File: config.mk
export PLATFORM = sky130hd
export DESIGN_NAME = seq_det_prog
export DESIGN_NICKNAME = d
export VERILOG_FILES = /design/src/rtl/seq_det_pkg.sv /design/src/rtl/seq_det_shreg.sv /design/src/rtl/seq_det_prog.sv
export SDC_FILE = /design/constraint.sdc
export NUM_CORES = 1
export LEC_CHECK = 0
export ABC_AREA = 1
export CORE_MARGIN = 10
export CORE_UTILIZATION = 47
export CTS_CLUSTER_SIZE = 40
export DETAILED_ROUTE_END_ITERATION = 16
export PLACE_DENSITY = 0.77
export SLEW_MARGIN = 20
export SYNTH_ARGS = -nofsm -noshare
export SYNTH_HDL_FRONTEND = slang
export SYNTH_SLANG_ARGS = --single-unit
File: constraint.sdc
create_clock -name clk -period 2.9 [get_ports clk]
set_input_delay 0.29 -clock clk [delete_from_list [all_inputs] [get_ports clk]]
set_output_delay 0.29 -clock clk [all_outputs]
set_load 0.02 [all_outputs]
File: src/rtl/seq_det_pkg.sv
// Shared definitions for the programmable serial pattern detector.
//   state_t   : FSM state encoding (IDLE/LOAD/FILL/RUN)
//   PAT_W_DEF : default pattern length
//   CNT_W_DEF : default match counter width
//   load_len  : number of load bits that make a complete load burst
// Config macro: SEQ_DET_MASK_EN (a burst carries a pattern followed by a mask)
package seq_det_pkg;

  typedef enum logic [1:0] {
    S_IDLE = 2'd0,
    S_LOAD = 2'd1,
    S_FILL = 2'd2,
    S_RUN  = 2'd3
  } state_t;

  localparam int unsigned PAT_W_DEF = 8;
  localparam int unsigned CNT_W_DEF = 8;

  function automatic int unsigned load_len(input int unsigned pat_w);
`ifdef SEQ_DET_MASK_EN
    return 2 * pat_w;
`else
    return pat_w;
`endif
  endfunction

endpackage

File: src/rtl/seq_det_shreg.sv
// Serial-in / parallel-out shift register, LSB is the newest bit.
//   clk, rst_n : clock, synchronous active-low reset
//   clr        : clear contents; combined with en the register restarts
//                holding only the incoming bit
//   en         : shift sin in at the LSB
//   sin        : serial input
//   q          : parallel contents
module seq_det_shreg #(
  parameter int unsigned W = 8
) (
  input  logic         clk,
  input  logic         rst_n,
  input  logic         clr,
  input  logic         en,
  input  logic         sin,
  output logic [W-1:0] q
);

  logic [W-1:0] base;

  always_comb begin
    base = clr ? '0 : q;
  end

  always_ff @(posedge clk) begin
    if (!rst_n) begin
      q <= '0;
    end else if (en) begin
      q <= W'({base, sin});
    end else if (clr) begin
      q <= '0;
    end
  end

endmodule

File: src/rtl/seq_det_prog.sv
// Run-time programmable serial pattern detector.
//   clk       : system clock, rising edge
//   rst_n     : synchronous active-low reset
//   bit_en    : sample strobe; load/din only acted on when high
//   load      : 1 = din is a pattern bit (MSB first), 0 = din is data
//   din       : serial bit
//   overlap   : 1 = overlapping detection, 0 = restart after each match
//   dout      : registered 1-cycle match pulse
//   armed     : high while the detector is in RUN
//   match_cnt : saturating match count since the last load
// Config macro: SEQ_DET_MASK_EN adds a serially loaded compare mask
// (1 = compare, 0 = don't care) following the pattern bits.
module seq_det_prog
  import seq_det_pkg::*;
#(
  parameter int unsigned PAT_W = PAT_W_DEF,
  parameter int unsigned CNT_W = CNT_W_DEF
) (
  input  logic             clk,
  input  logic             rst_n,
  input  logic             bit_en,
  input  logic             load,
  input  logic             din,
  input  logic             overlap,
  output logic             dout,
  output logic             armed,
  output logic [CNT_W-1:0] match_cnt
);

  localparam int unsigned LOAD_MAX = load_len(PAT_W);
  localparam int unsigned LC_W     = $clog2(LOAD_MAX + 1);
  localparam int unsigned FC_W     = $clog2(PAT_W);

  state_t             state_q, state_d;
  logic [LC_W-1:0]    load_cnt_q, load_cnt_d;
  logic [FC_W-1:0]    fill_cnt_q, fill_cnt_d;
  logic [CNT_W-1:0]   match_cnt_d;
  logic               dout_d;
  logic               pat_en, sr_en, sr_clr, hit;
  logic [PAT_W-1:0]   pat_q, window;
  // Only the PAT_W-1 most recent data bits are stored; din completes the window.
  logic [PAT_W-2:0]   data_q;

  seq_det_shreg #(.W(PAT_W)) u_pat (
    .clk(clk), .rst_n(rst_n), .clr(1'b0), .en(pat_en), .sin(din), .q(pat_q)
  );

  seq_det_shreg #(.W(PAT_W - 1)) u_data (
    .clk(clk), .rst_n(rst_n), .clr(sr_clr), .en(sr_en), .sin(din), .q(data_q)
  );

  assign window = {data_q, din};

`ifdef SEQ_DET_MASK_EN
  logic             mask_en;
  logic [PAT_W-1:0] mask_q;

  seq_det_shreg #(.W(PAT_W)) u_mask (
    .clk(clk), .rst_n(rst_n), .clr(1'b0), .en(mask_en), .sin(din), .q(mask_q)
  );

  assign hit = ((window ^ pat_q) & mask_q) == '0;
`else
  assign hit = (window == pat_q);
`endif

  always_comb begin
    state_d     = state_q;
    load_cnt_d  = load_cnt_q;
    fill_cnt_d  = fill_cnt_q;
    match_cnt_d = match_cnt;
    dout_d      = 1'b0;
    pat_en      = 1'b0;
    sr_en       = 1'b0;
    sr_clr      = 1'b0;
`ifdef SEQ_DET_MASK_EN
    mask_en     = 1'b0;
`endif
    if (bit_en) begin
      if (load) begin
        state_d = S_LOAD;
        if (state_q != S_LOAD) begin
          load_cnt_d  = LC_W'(1);
          match_cnt_d = '0;
          pat_en      = 1'b1;
        end else begin
`ifdef SEQ_DET_MASK_EN
          // First PAT_W bits of the burst fill the pattern, the rest the mask.
          if (load_cnt_q < LC_W'(PAT_W)) pat_en = 1'b1;
          else                           mask_en = 1'b1;
`else
          pat_en = 1'b1;
`endif
          if (load_cnt_q != LC_W'(LOAD_MAX)) load_cnt_d = load_cnt_q + 1'b1;
        end
      end else begin
        case (state_q)
          S_LOAD: begin
            if (load_cnt_q == LC_W'(LOAD_MAX)) begin
              // This din is already the first fill bit.
              state_d    = S_FILL;
              sr_clr     = 1'b1;
              sr_en      = 1'b1;
              fill_cnt_d = FC_W'(1);
            end else begin
              state_d = S_IDLE;
            end
          end
          S_FILL, S_RUN: begin
            sr_en = 1'b1;
            if (state_q == S_FILL && fill_cnt_q != FC_W'(PAT_W - 1)) begin
              fill_cnt_d = fill_cnt_q + 1'b1;
            end else begin
              state_d = S_RUN;
              if (hit) begin
                dout_d = 1'b1;
                if (match_cnt != '1) match_cnt_d = match_cnt + 1'b1;
                if (!overlap) begin
                  state_d    = S_FILL;
                  fill_cnt_d = '0;
                  sr_en      = 1'b0;
                  sr_clr     = 1'b1;
                end
              end
            end
          end
          default: ;
        endcase
      end
    end
  end

  always_ff @(posedge clk) begin
    if (!rst_n) begin
      state_q    <= S_IDLE;
      load_cnt_q <= '0;
      fill_cnt_q <= '0;
      match_cnt  <= '0;
      dout       <= 1'b0;
    end else begin
      state_q    <= state_d;
      load_cnt_q <= load_cnt_d;
      fill_cnt_q <= fill_cnt_d;
      match_cnt  <= match_cnt_d;
      dout       <= dout_d;
    end
  end

  assign armed = (state_q == S_RUN);

endmodule

* Yosys cells after proc, flatten, opt, wreduce, memory -nomap -nowiden
Cells that the tools add are included.
** Storage, ports and cells
- Register bits after elaboration :: 33
- Latch bits :: 0
- Memory bits (writable) :: 0
- ROM bits :: 0
- Input port bits :: 6
- Logic and storage cells :: 81
- Memories :: 0
** Operators by class
- $add $sub $neg :: 3
- $mul :: 0
- Divide/modulo/power cells :: 0
- Magnitude comparators :: 0
- Equal/unequal tests :: 15
- Shift operators :: 0
- Multiplexer cells :: 37
- Bitwise gates (word level) :: 4
- Reductions and logical operators :: 14
** Operators with widths (count)
- two-way mux 8 bit :: 6
- two-way mux 1 bit :: 16
- two-way mux 7 bit :: 2
- two-way mux 3 bit :: 4
- inequality test 3 bit (second input constant) :: 4
- AND reduction 6 bit :: 2
- nonzero test 2 bit :: 6
- adder 8 x 1 -> 8 bit (second input constant) :: 1
- == test 8 bit :: 1
- two-way mux 4 bit :: 2
- inequality test 8 bit (second input constant) :: 1
- two-way mux 2 bit :: 3
- one-hot mux 3 bit (2 select lines) :: 1
- AND reduction 3 bit :: 2
- OR reduction 5 bit :: 1
- adder 4 x 1 -> 4 bit (second input constant) :: 1
- == test 2 bit (second input constant) :: 2
- == test 4 bit (second input constant) :: 1
- inequality test 2 x 1 -> 1 bit (second input constant) :: 2
- inequality test 2 bit (second input constant) :: 2
- inequality test 4 bit (second input constant) :: 1
- NOT 1 bit :: 4
- one-hot mux 1 bit (2 select lines) :: 2
- one-hot mux 2 bit (2 select lines) :: 1
- other kinds (5) :: 5

* Logic depth before layout (Yosys ltp)
- Depth in word-level cells :: 8
- Depth in mapped cells :: 12
- Mapped depth without buffers :: 12

* Modules after synthesis
Synthesis repeated with hierarchy kept, for this count alone.
** Second synthesis, totals
- Cells, all modules :: 286
- Area total of the unflattened synthesis :: 1903.1 µm²
** Modules (own cells, without submodules)
- seq_det_prog :: instances 1, cells each 214, area each 1328.8 µm², seq. area each 360.3 µm²
- seq_det_shreg at u_pat :: instances 1, cells each 38, area each 311.5 µm², seq. area each 160.2 µm²
- seq_det_shreg at u_data :: instances 1, cells each 34, area each 262.8 µm², seq. area each 140.1 µm²

* Least setup slack after synthesis
No wires, ideal clock.
- Path type :: reg-to-reg
- Start :: reg fill_cnt_q[0]
- End :: reg match_cnt[5]
- Setup time :: 0.132 ns
- Arrival :: 1.403 ns
- Slack :: 1.365 ns
- Cell stages (with the launch flop) :: 10
- Clock period less this slack :: 1.535 ns
- Cell sequence :: dfxtp_1 > ha_1 > ha_1 > nor2_4 > nand2_4 > inv_2 > a211oi_4 > nand2_2 > nand2_1 > a21oi_1
** Between the ends
- Word-level cells in the longest chain between the ends :: 4
** Ends and longest elaborated chain
- from (decl) :: line seq_det_prog.sv:36 : logic [FC_W-1:0] fill_cnt_q, fill_cnt_d;
- from (signal assigned) :: line seq_det_prog.sv:143 : fill_cnt_q <= fill_cnt_d;
- inequality test 3 bit :: line seq_det_prog.sv:111 : if (state_q == S_FILL && fill_cnt_q != FC_W'(PAT_W - 1)) begin
- logical AND 1 bit :: line seq_det_prog.sv:111
- inequality test 2 bit (no source line)
- AND reduction 6 bit (no source line)
- to (signal assigned) :: line seq_det_prog.sv:144 : match_cnt <= match_cnt_d;
- to (decl) :: line seq_det_prog.sv:27 : output logic [CNT_W-1:0] match_cnt
Every way passes these cells.
A chain may end at the register's enable or synchronous reset.

* Final worst setup path
- Start :: in load
- End :: reg match_cnt[0]
** Between the ends
- Word-level cells in the longest chain between the ends :: 2
- Elaborated cells between the ends (all ways) :: 7
- Classes of those cells :: 2 x eq/ne; 1 x mux; 4 x reduce/logical
** Ends and longest elaborated chain
- from (decl) :: line seq_det_prog.sv:22 : input logic load,
- inequality test 2 x 1 -> 1 bit (no source line), or another cell as far along
- AND reduction 6 bit (no source line)
Several ways; a longest one is shown, not always the timed one.

==> flow_summary.toml <==
[global_routing]
grt_util_met3_pct = 2.98
busiest_layer = "met2"
grt_antenna_before_repair = 0
grt_overflow = 0
grt_first_pass_wirelength_mm = 6.18
met2_usage_pct = 18.2
gr-usage-met1_pct = 14.6
grt_max_degree = 19
grtUsageTotal_pct = 11.6
grt_pass1_vias = 1407

[power_and_ir_drop]
pwr-share-clk_pct = 38.0
swShare_pct = 23.5
power_uw = 890
ir_drop_mv = 0.343
power_per_cell_area_mw_per_mm2 = 440
seqPwrFrac_pct = 53.0
p_sw_uw = 209
leakagePower_nw = 0.856
p_int_uw = 681
comb_power_share_pct = 9.0

[route]
vias = 1582
firstDrtPassIters = 4
via_per_inst = 4.99
ant_nets = 0
post_drt_wl_per_cell_um = 10.8
drt_iter0_drc = 120
wl_mm = 3.44
drc = 0

[floorplanning]
core_area_mm2 = 0.00363
ios = 16
rows = 22
die_w_um = 80.9
die_h_um = 80.9
die_area_mm2 = 0.00654
initial_core_util_pct = 48.0

[yosys]
yosysSeqAreaShare_pct = 37.9
synth_cell_types = 27
synth_flop_cell = "dfxtp_1"
synth_seq_cells = 33
synth.avg_cell_area_um2 = 6.94
syn_inst = 251
synth_edf_count = 0
syn_nets = 262
synthArstFlopShare_pct = 0
yosysWarnings = 0
synth_area_mm2 = 0.00174

[worst_hold_path]
min_from = "fill_cnt_q[1]"
whs_endpoint = "fill_cnt_q[1]"
hold_path.class = "reg2reg"
hold_depth = 2

[clock_network]
clkSinkCount = 33
cts_tree = "yes"
cts_resized = 0
cts-root-buf = "clkbuf_8"
htree_num_levels = 2
clkTransAtPathRegs_ns = 0.06
clockBufferDepth = 2
cts_setup_buffers = 0
postCtsHoldBufs = 0
clk_latency_ns = 0.28
numCtsBuffers = 5

[timing]
final-setup-viol-count = 0
fmax_mhz = 539
maxSlewHeadroom_pct = 73.1
tns_ns = 0
finalClockSkew_ns = 0.00262
hold_viol = 0
fin_crit_ns = 1.85
rsz0062_at_grt = "no"
worst_slew_pin_slew_ns = 0.402
drv_slew = 0
post-route-period-util_pct = 63.9

[worst_setup_path]
worstSetupStartpointType = "input port"
critPathMaxFanout = 9
crit_type = "in2reg"
required_ns = 3.05
reg2reg_depth = 9
worstSetupEndpointType = "flip-flop"
arrival_ns = 2.00
worstReg2RegEnd = "match_cnt[0]"
timing.rr.start = "fill_cnt_q[0]"
reg2reg_slack_ns = 1.16

[place]
io_buffers = 15
dp_hpwl_mm = 2.66
gp_congestion = 0.863

[finish]
area_growth_pct = 16.2
layout_commonest_cell = "nand2_1"
layout-drive-gt1-share_pct = 8.18
multi_input_area_um2 = 943
nFillCells = 376
layout_common_cells = "nand2_1 (54), nor2_1 (34), dfxtp_1 (33)"
final_nets = 280
register_area_um2 = 661
antenna_cells = 0

[status]
status = "complete, no violations"

[flow_run]
maxCapViolCount = 0
==> logic make-up (layout without fill, tap and decap cells) <==
logic type | after synthesis | after routing | share of synthesized area, %
simple gates | 124 | 124 | 31.5
compound gates | 42 | 42 | 13.5
buf+inv | 36 | 54 | 7.97
flops | 33 | 33 | 37.9
xor+xnor | 11 | 11 | 5.53
fa+ha+maj | 5 | 5 | 3.59
==> power by group through the flow <==
stage	logic (mW)	clock network (mW)	registers, mW
finish	0.0805	0.338	0.472
global placement	0.0797	0	0.482
floorplan	0.0610	0	0.480
CTS	0.0813	0.348	0.471
detailed placement	0.0810	0	0.482
global route	0.0928	0.369	0.473
==> synth_stat cells, types with 2 or more instances <==
master | n | area share, %
nor2_1 | 34 | 7.3
ha_1 | 5 | 3.6
nand4_1 | 9 | 3.2
clkbuf_1 | 4 | 0.86
nor2_4 | 2 | 1.3
inv_2 | 6 | 1.3
a21oi_1 | 25 | 7.2
nand2_2 | 3 | 1.1
xor2_1 | 3 | 1.5
nand3_1 | 13 | 3.7
nor3_1 | 5 | 1.4
o21ai_0 | 12 | 3.4
inv_1 | 24 | 5.2
nand2_1 | 54 | 12
xnor2_1 | 8 | 4.0
dfxtp_1 | 33 | 38
==> stage by stage <==
step	hold slack [ns]	setup WS [ns]	cell area, µm²	utilization [%]	std cells
after floorplan	0.425	1.36	1740	-	251
final	0.472	1.05	2020	55.7	317
after global placement	0.457	0.836	1940	53.3	310
after CTS	0.480	1.05	2020	55.7	317
after global routing	0.500	0.860	2020	55.7	317
after detailed placement	0.467	0.753	1940	53.3	310
==> critical path, stage by stage <==
cell	delay (ns)
clkdlybuf4s50_1	0.68
inv_1	0.22
a211oi_4	0.46
nand2_2	0.20
nand2_1	0.10
a21oi_1	0.06
==> area by class of cell <==
type	instances	area share [%]
sequential	33	32.6
tap	48	2.97
clock buffer	7	4.26
multi-input combinational	182	46.6
inverter	31	5.75
timing repair buffer	16	7.79
==> metal layers <==
layer / vias to the layer above / part of all wire, %
met1: 713 / 47
met3: 7 / 4.1
li1: 843 / -
met5: - / 0
met4: 0 / 1.7
met2: 19 / 47
==> how the worst max path moves through the flow <==
stage | start | end | slack (ns)
floorplan | fill_cnt_q[0] | match_cnt[5] | 1.36
global placement | load | match_cnt[0] | 0.84
detailed placement | load | match_cnt[1] | 0.75
CTS | load | match_cnt[1] | 1.05
global route | load | match_cnt[5] | 0.86
finish | load | match_cnt[0] | 1.05
==> state kept, by name (all words and copies together), names as in the netlist <==
name        count
match_cnt       8
u_pat.q         8
u_data.q        7
load_cnt_q      4
fill_cnt_q      3
state_q         2
dout            1
(Power assumes the default switching activity.)
